$ cat config.mk
export PLATFORM = sky130hd
export DESIGN_NAME = pipe_ctrl
export DESIGN_NICKNAME = d
export VERILOG_FILES = /design/src/rtl/pipe_ctrl.sv
export SDC_FILE = /design/constraint.sdc
export NUM_CORES = 1
export LEC_CHECK = 0
export BUFFER_PORTS_ARGS = -buffer_cell sky130_fd_sc_hd__buf_2
export CORE_ASPECT_RATIO = 1.4
export CORE_MARGIN = 2
export CORE_UTILIZATION = 43
export DETAILED_ROUTE_END_ITERATION = 7
export PLACE_DENSITY = 0.78
export SLEW_MARGIN = 15
export SYNTH_ARGS = -nofsm -noshare
export SYNTH_HDL_FRONTEND = slang
export SYNTH_SLANG_ARGS = --single-unit
$ cat constraint.sdc
create_clock -name clk -period 1.7 [get_ports clk]
set_input_delay 0.255 -clock clk [delete_from_list [all_inputs] [get_ports clk]]
set_output_delay 0.255 -clock clk [all_outputs]
set_load 0.05 [all_outputs]
$ cat src/rtl/pipe_ctrl.sv
// pipe_ctrl -- pipeline stall controller with multi-cycle divider sequencing.
//
// Purpose:
//   Launches the iterative divider when EX holds a div/divu, holds the front
//   of the pipeline (PC .. EX/MEM) while the divide runs, and raises a
//   one-cycle div_done when the result is ready.  A 7-bit watchdog forces
//   completion after 64 BUSY cycles without div_ready and sets a sticky
//   div_timeout flag.  Load-use hazards from ID produce the lighter ID
//   stall pattern when no divide stall is active.
//
// Ports:
//   clk             in   pipeline clock
//   rst             in   synchronous active-high reset
//   stallreq_id     in   load-use hazard request from ID
//   ex_div_req      in   EX holds a div/divu instruction
//   ex_div_signed   in   1 = div, 0 = divu (valid with ex_div_req)
//   div_ready       in   divider result-valid pulse (ignored outside BUSY)
//   div_start       out  one-cycle divider launch pulse
//   div_signed      out  latched sign mode of the running divide
//   div_done        out  one-cycle pulse: EX captures quotient/remainder
//   div_timeout     out  sticky watchdog flag, cleared only by rst
//   stall[5:0]      out  per-stage hold, 1 = stop:
//                        bit0 PC, bit1 IF/ID, bit2 ID/EX, bit3 EX/MEM,
//                        bit4 MEM/WB, bit5 WB
//   perf_stall_cnt  out  count of cycles with stall[0]=1
//
// Handshake: div_start is a single-cycle strobe issued in the cycle EX
//   presents ex_div_req in IDLE; the divider answers with a single-cycle
//   div_ready while this block is BUSY.  A div_ready at any other time is
//   dropped.  div_done is a single-cycle strobe one cycle after acceptance.
//
// Configuration:
//   PIPE_CTRL_PERF_EN  when defined, perf_stall_cnt is a saturating 32-bit
//                      counter; otherwise it is tied to 0 with no register.

module pipe_ctrl (
  input  logic        clk,
  input  logic        rst,
  input  logic        stallreq_id,
  input  logic        ex_div_req,
  input  logic        ex_div_signed,
  input  logic        div_ready,
  output logic        div_start,
  output logic        div_signed,
  output logic        div_done,
  output logic        div_timeout,
  output logic [5:0]  stall,
  output logic [31:0] perf_stall_cnt
);

  typedef enum logic [1:0] {
    IDLE = 2'd0,
    BUSY = 2'd1,
    DONE = 2'd2
  } state_e;

  localparam logic [5:0] STALL_EX   = 6'b001111;
  localparam logic [5:0] STALL_ID   = 6'b000111;
  localparam logic [6:0] WD_LIMIT   = 7'd64;

  state_e     state_q, state_d;
  logic [6:0] wd_q, wd_d;
  logic       div_signed_q, div_signed_d;
  logic       div_timeout_q, div_timeout_d;
  logic       ex_stall;

  always_ff @(posedge clk) begin
    state_q       <= state_d;
    wd_q          <= wd_d;
    div_signed_q  <= div_signed_d;
    div_timeout_q <= div_timeout_d;
  end

  always_comb begin
    state_d       = state_q;
    wd_d          = wd_q;
    div_signed_d  = div_signed_q;
    div_timeout_d = div_timeout_q;
    div_start     = 1'b0;
    div_done      = 1'b0;
    ex_stall      = 1'b0;

    case (state_q)
      IDLE: begin
        if (ex_div_req) begin
          div_start    = 1'b1;
          ex_stall     = 1'b1;
          div_signed_d = ex_div_signed;
          wd_d         = 7'd0;
          state_d      = BUSY;
        end
      end
      BUSY: begin
        ex_stall = 1'b1;
        wd_d     = wd_q + 7'd1;
        if (div_ready) begin
          state_d = DONE;
        end else if (wd_d == WD_LIMIT) begin
          // 64th BUSY cycle with no result: force completion.
          state_d       = DONE;
          div_timeout_d = 1'b1;
        end
      end
      DONE: begin
        // ex_div_req is ignored here so div_start can never follow a
        // previous launch back-to-back.
        div_done = 1'b1;
        state_d  = IDLE;
      end
      default: begin
        state_d = IDLE;
      end
    endcase

    // Reset overrides everything, including the combinational strobes, so
    // a divide abandoned in BUSY produces no div_done.
    if (rst) begin
      state_d       = IDLE;
      wd_d          = 7'd0;
      div_signed_d  = 1'b0;
      div_timeout_d = 1'b0;
      div_start     = 1'b0;
      div_done      = 1'b0;
      ex_stall      = 1'b0;
    end
  end

  // EX pattern wins over the ID pattern; both act in the request cycle.
  always_comb begin
    stall = 6'b000000;
    if (!rst) begin
      if (ex_stall) begin
        stall = STALL_EX;
      end else if (stallreq_id) begin
        stall = STALL_ID;
      end
    end
  end

  assign div_signed  = div_signed_q;
  assign div_timeout = div_timeout_q;

`ifdef PIPE_CTRL_PERF_EN
  logic [31:0] perf_q, perf_d;

  always_comb begin
    perf_d = perf_q;
    if (rst) begin
      perf_d = 32'd0;
    end else if (stall[0] && (perf_q != 32'hFFFF_FFFF)) begin
      perf_d = perf_q + 32'd1;
    end
  end

  always_ff @(posedge clk) begin
    perf_q <= perf_d;
  end

  assign perf_stall_cnt = perf_q;
`else
  assign perf_stall_cnt = 32'd0;
`endif

endmodule

==> results of run 1 <==
==> critical path, stage by stage (launching register included) <==
cell	delay (ns)
dfxtp_1	0.33
buf_4	0.17
nor2_1	0.18
o21a_1	0.14
buf_2	0.25
==> power groups by stage <==
stage	clock network [uW]	registers [uW]	logic [uW]
detailed placement	0	278	274
CTS	193	272	274
finish	186	272	275
global route	200	274	286
floorplan	0	281	305
global placement	0	278	271
==> flip-flops by register name, summed over array words and instances (netlist names) <==
signal	flops
state_q	2
div_signed	1
wd_q	7
div_timeout	1
==> metal layers <==
layer	wire length (um)	up-vias	global-route usage, %
met5	0	-	0
met4	41	0	9.22
met3	136	4	2.22
met2	821	43	25.0
met1	595	319	14.9
li1	-	333	-
==> stage by stage <==
| stage | setup TNS [ns] | instance area, sq um | worst slack [ns] | instances |
|---|---|---|---|---|
| 6_report | 0 | 872 | 0.0915 | 145 |
| 5_1_grt | 0 | 872 | 0.00314 | 145 |
| 4_1_cts | 0 | 872 | 0.101 | 145 |
| 3_5_place_dp | 0 | 846 | 0.164 | 141 |
| 3_3_place_gp | 0 | 846 | 0.214 | 141 |
| 2_1_floorplan | -0.0317 | 1020 | -0.0317 | 143 |
==> final cells by class <==
| class | instances | area [sq um] |
|---|---|---|
| fillers | 197 | 1050 |
| multi-input cells | 90 | 500 |
| flip-flops and latches | 11 | 220 |
| repair buffers | 16 | 87.6 |
| clock buffers | 4 | 26.3 |
| well taps | 21 | 26.3 |
| inverters | 3 | 11.3 |
==> how the worst max path moves through the flow <==
stage / from / to / slack (ns)
floorplan: state_q[1]$_SDFFE_PP0P_ / stall[1] / -0.03
global placement: wd_q[2]$_SDFFE_PP0P_ / div_timeout$_SDFFE_PP0P_ / 0.21
detailed placement: wd_q[2]$_SDFFE_PP0P_ / div_timeout$_SDFFE_PP0P_ / 0.16
CTS: state_q[1]$_SDFFE_PP0P_ / stall[3] / 0.10
global route: state_q[1]$_SDFFE_PP0P_ / stall[3] / 0.003
finish: state_q[1]$_SDFFE_PP0P_ / stall[3] / 0.09
==> cells in the mapped netlist (2+ instances only) <==
cell type	number	share of area, %
clkbuf_1	3	1.3
mux2_2	2	2.6
o21a_1	3	2.6
nor3_1	3	1.7
nor4_1	2	1.4
nor2_1	8	3.5
dfxtp_1	11	25
nand2_1	6	2.6
a22oi_1	2	1.7
a21oi_1	7	4.0
o21ai_0	5	2.9
buf_4	36	31
inv_1	3	1.3
==> logic make-up after synthesis <==
logic type / count (synthesis)
multiplexers: 2
AND/OR/NAND/NOR: 28
flip-flops: 11
buffers and inverters: 42
AO/OA/AOI/OAI: 25
adder cells (fa/ha/maj): 1
other: 1
==> summary.txt, run 1 <==
Routing
  • DRT Pass-1 Iters: 6
  • Routed vias: between 600 and 700
  • WL/cell: 11.0 um
  • Vias per inst: 4.82
  • Final ANT Viol Nets: 0
  • DR DRC count: 0
  • Post-Route WL: 1600 um
  • DRT iter0 DRCs: 22

Timing
  • Pins over their slew limit: 0
  • Clk_skew: slightly below 0.006 ns
  • Hold violation total from the final report: 0
  • Final setup viols: 0
  • Post-layout min period: 1.61 ns
  • Max frequency: 622 MHz
  • Hold Worst Slack: 0.209 ns
  • RSZ-0062 raised after global routing: false
  • Period utilisation layout: 94.6%

Synthesis
  • Complex-gate fraction of the synthesized area: ~19%
  • Primary FF master, synth: dfxtp_1
  • Main combinational cell family by area after synthesis: buffers and inverters
  • Synth Instances: 110
  • Synthesized area per cell: 7.89 sq um
  • Post-synth EDFFs: 0
  • Post-Synthesis Cell Area: 868 sq um
  • Adder-cell area share of the yosys netlist: 1.44%
  • XOR/XNOR Fraction of Synth Area: 0%
  • Post-synthesis sequential area ratio: 25.4%
  • Post-synthesis simple-gate area fraction: 17.9%
  • Post-synthesis mux area share: 2.59%
  • YS warnings: 0
  • Ys async rst share: 0%
  • Synth Register Bits: 11
  • Post-synthesis cell type count: 32

CTS
  • CTS Hold Buffers Added: 0
  • Worst-path clk slew: 0.08 ns
  • CTS Buf Count: 3
  • Clock Latency Late Sink: 0.27 ns
  • Cts repair resizes: 0
  • Setup repair bufs after CTS: 0
  • Max H-tree Level: 1
  • TritonCTS clock tree: done
  • CTS Sinks: 11
  • Bufs on Longest Clock Path: 2
  • Clock root buffer: clkbuf_4

Die
  • Initial core utilization: 45.1%
  • Die ar.: ~2400 sq um
  • Die H: 57.2 um
  • Row count: 19
  • IO Count: 48
  • Die Span X: about 42 um
  • Core area: 1930 sq um

Status
  • Outcome: complete, no violations

Power
  • Overall power: 733 uW
  • Logic pwr share: a little under two fifths
  • Worst VDD drop: around 0.54 mV
  • Pwr per Cell Area: 840 nW/um^2
  • Switch Pwr: 345 uW
  • Flop pwr share: 37.2%
  • Clock power share: 25.3%
  • Internal Power: 388 uW
  • Sw frac: a little under half
  • Leak pwr: 0.000408 uW

Setup path
  • Worst R2R Start: wd_q[2]$_SDFFE_PP0P_
  • CP arrival: 1.35 ns
  • R2R Setup Slk: around 0.13 ns
  • Startpoint class of the critical path: flop
  • Worst-path fanout max: 10
  • FF-to-FF path depth: 4
  • Critical path type: reg2out
  • Crit. End Element: output port
  • Critical Path RT: 1.44 ns
  • RR Endpoint: div_timeout$_SDFFE_PP0P_

Finish
  • Area Growth Syn to Fin: 0.432%
  • Core Util, Final: between 40% and 50%
  • Commonest cells after routing, fill and taps aside: conb_1, buf_2, dfxtp_1
  • Share of cells above drive strength 1: 23.4%
  • # diodes: 0
  • Most common cell after layout, fill and taps aside: conb_1
  • Fin nets: 132

Min path
  • HP Start: ex_div_signed
  • Worst Hold Path EP: div_signed$_SDFFE_PP0P_
  • Hold depth: 3
  • Worst hold path type: in2reg

Place
  • Final RePlAce weighted congestion: 0.862
  • Post-DP HPWL: 1190 um
  • Number of port buffers: 13

Job
  • Max Cap Violations: 0

GRT
  • Initial antenna violation count: 0
  • Gr usage total: between 10% and 20%
  • Largest net degree at the start of global routing: 14
  • Grt ovf: 0
  • First-pass GRT wire length: 2600 um
  • Vias in the first global route: 595
Note: power is estimated with default switching activity, not from simulation.
==> inputs of run 2 (changes only) <==
--- a/config.mk
+++ b/config.mk
@@ -10,6 +10,7 @@
 export CORE_MARGIN = 2
 export CORE_UTILIZATION = 43
 export DETAILED_ROUTE_END_ITERATION = 7
+export GPL_TIMING_DRIVEN = 0
 export PLACE_DENSITY = 0.78
 export SLEW_MARGIN = 15
 export SYNTH_ARGS = -nofsm -noshare
==> summary.txt, run 2 (synthesized netlist as in run 1, its figures left out) <==
Routing
  • DRT iter0 DRCs: 11 (was 22)
  • Post-Route WL: 1730 um (was 1600 um)
  • Final ANT Viol Nets: 0 (unchanged)
  • DR DRC count: 0 (unchanged)
  • Vias per inst: 4.34 (was 4.82)
  • WL/cell: 9.39 um (was 11.0 um)
  • DRT Pass-1 Iters: 4 (was 6)
  • Routed vias: 798 (was 699)

Setup path
  • Worst-path fanout max: 10 (unchanged)
  • Crit. End Element: output port (unchanged)
  • Critical Path RT: 1.44 ns (about the same)
  • Startpoint class of the critical path: flop (unchanged)
  • CP arrival: 1.39 ns (was 1.35 ns)
  • Critical path type: reg2out (unchanged)

CTS
  • Bufs on Longest Clock Path: 2 (unchanged)
  • Max H-tree Level: 1 (unchanged)
  • Worst-path clk slew: 0.07 ns (was 0.08 ns)
  • CTS Sinks: 11 (unchanged)
  • TritonCTS clock tree: done (unchanged)
  • Clock root buffer: clkbuf_4 (unchanged)
  • CTS Buf Count: 3 (unchanged)
  • Clock Latency Late Sink: 0.27 ns (about the same)

Finish
  • Reg with most FFs: wd_q (unchanged)
  • # diodes: 0 (unchanged)
  • Largest registers: wd_q (7), state_q (2) (unchanged)
  • Fin nets: 171 (was 132)
  • Share of cells above drive strength 1: 42.3% (was 23.4%)
  • Commonest cells after routing, fill and taps aside: buf_4, conb_1, dfxtp_1 (was conb_1, buf_2, dfxtp_1)
  • Most common cell after layout, fill and taps aside: buf_4 (was conb_1)
  • Largest register FFs: 7 (unchanged)
  • Area Growth Syn to Fin: 37.6% (was 0.432%)
  • Post-Layout Cell Count: 184 (was 145)

Place
  • Setup WS pre-CTS: -0.328 ns (was 0.164 ns)
  • Post-DP HPWL: 1330 um (was 1190 um)
  • Final RePlAce weighted congestion: 0.780 (was 0.862)
  • Placed instance count: 177 (was 141)
  • Number of port buffers: 13 (unchanged)

Timing
  • Hold violation total from the final report: 0 (unchanged)
  • Slew @ Worst Pin: 0.559 ns
  • Period utilisation layout: 96.8% (was 94.6%)
  • Relative slew slack: between 60% and 70%
  • Max frequency: 608 MHz (was 622 MHz)
  • Setup WS post-layout: 0.0549 ns (was 0.0915 ns)
  • Fin Setup TNS: 0 ns (unchanged)
  • Final setup viols: 0 (unchanged)
  • Pins over their slew limit: 0 (unchanged)
  • Post-layout min period: 1.65 ns (was 1.61 ns)
  • Clk_skew: 0.000586 ns (was 0.00583 ns)

Die
  • Core area: 1930 sq um (unchanged)
  • IO Count: 48 (unchanged)
  • Initial core utilization: 45.1% (unchanged)
  • Die H: 57.2 um (unchanged)
  • Die Span X: 42.0 um (unchanged)
  • Die ar.: 2400 sq um (unchanged)
  • Row count: 19 (unchanged)

GRT
  • Gr usage total: 15.0% (was 14.0%)
  • First-pass GRT wire length: 2830 um (was 2600 um)
  • Initial antenna violation count: 0 (unchanged)
  • Grt ovf: 0 (unchanged)
  • Largest net degree at the start of global routing: 11 (was 14)
  • Vias in the first global route: 698 (was 595)

Status
  • Outcome: complete, no violations (unchanged)

Power
  • Leak pwr: 0.000624 uW (was 0.000408 uW)
  • Logic pwr share: 44.5% (was 37.5%)
  • Switch Pwr: 357 uW (was 345 uW)
  • Internal Power: 461 uW (was 388 uW)
  • Sw frac: 43.6% (was 47.1%)
  • Clock power share: 22.2% (was 25.3%)
  • Pwr per Cell Area: 684 nW/um^2 (was 840 nW/um^2)
  • Worst VDD drop: 0.745 mV (was 0.536 mV)
  • Flop pwr share: 33.3% (was 37.2%)

Min path
  • Worst hold path type: in2reg (unchanged)

Job
  • Max Cap Violations: 0 (unchanged)
[run 2: repair_timing]
action                                  CTS  global route
gates cloned                              0             0
hold buffers                              0             0
endpoints found under the setup margin    4             3
buffers inserted                          0             3
gates resized for setup                  11             3
pin swaps                                 0             1
[run 2: through the flow]
step | util (%) | total power (uW) | area [sq um] | hold slack (ns)
4_1_cts | 60.6 | 805 | 1170 | 0.197
5_1_grt | 62.1 | 849 | 1190 | 0.229
6_report | 62.1 | 817 | 1190 | 0.210
2_1_floorplan | - | 586 | 1020 | 0.334
3_5_place_dp | 57.6 | 614 | 1110 | 0.457
3_3_place_gp | 57.6 | 611 | 1110 | 0.451
[run 2: layout make-up]
| type | count | area, sq um |
|---|---|---|
| inverter | 3 | 13.8 |
| sequential | 11 | 220 |
| fill | 197 | 731 |
| multi-input combinational | 90 | 512 |
| tap | 21 | 26.3 |
| clock buffer | 4 | 26.3 |
| timing repair buffer | 16 | 106 |
| buffer | 39 | 290 |
[run 2: power groups by stage]
stage,clock (uW),sequential [uW],combinational (uW)
5_1_grt,194,273,382
4_1_cts,185,272,349
6_report,182,272,364
3_5_place_dp,0,277,337
2_1_floorplan,0,281,305
3_3_place_gp,0,276,335
[run 2: final timing paths]
check                             end                      from  cells after the start  slack [ns]
min reg2reg  div_timeout$_SDFFE_PP0P_  div_timeout$_SDFFE_PP0P_                      2        0.48
max reg2reg  div_timeout$_SDFFE_PP0P_      wd_q[2]$_SDFFE_PP0P_                      4        0.12
min          div_timeout$_SDFFE_PP0P_                       rst                      2        0.21
max                          stall[1]   state_q[1]$_SDFFE_PP0P_                      6        0.05
[run 2: worst max-delay path, cell delays in order, from the launching register on]
cell and delay [ns]:
dfxtp_1 0.31, buf_4 0.18, inv_4 0.08, o21ai_4 0.09, a21oi_4 0.18, buf_4 0.14, buf_8 0.13
[run 2: routing by layer]
metal	share of wire [%]	vias up	global-route usage, %
met5	0	-	0
li1	-	413	-
met2	50	34	28.1
met4	2.4	0	8.29
met3	7.0	4	2.53
met1	41	347	15.3
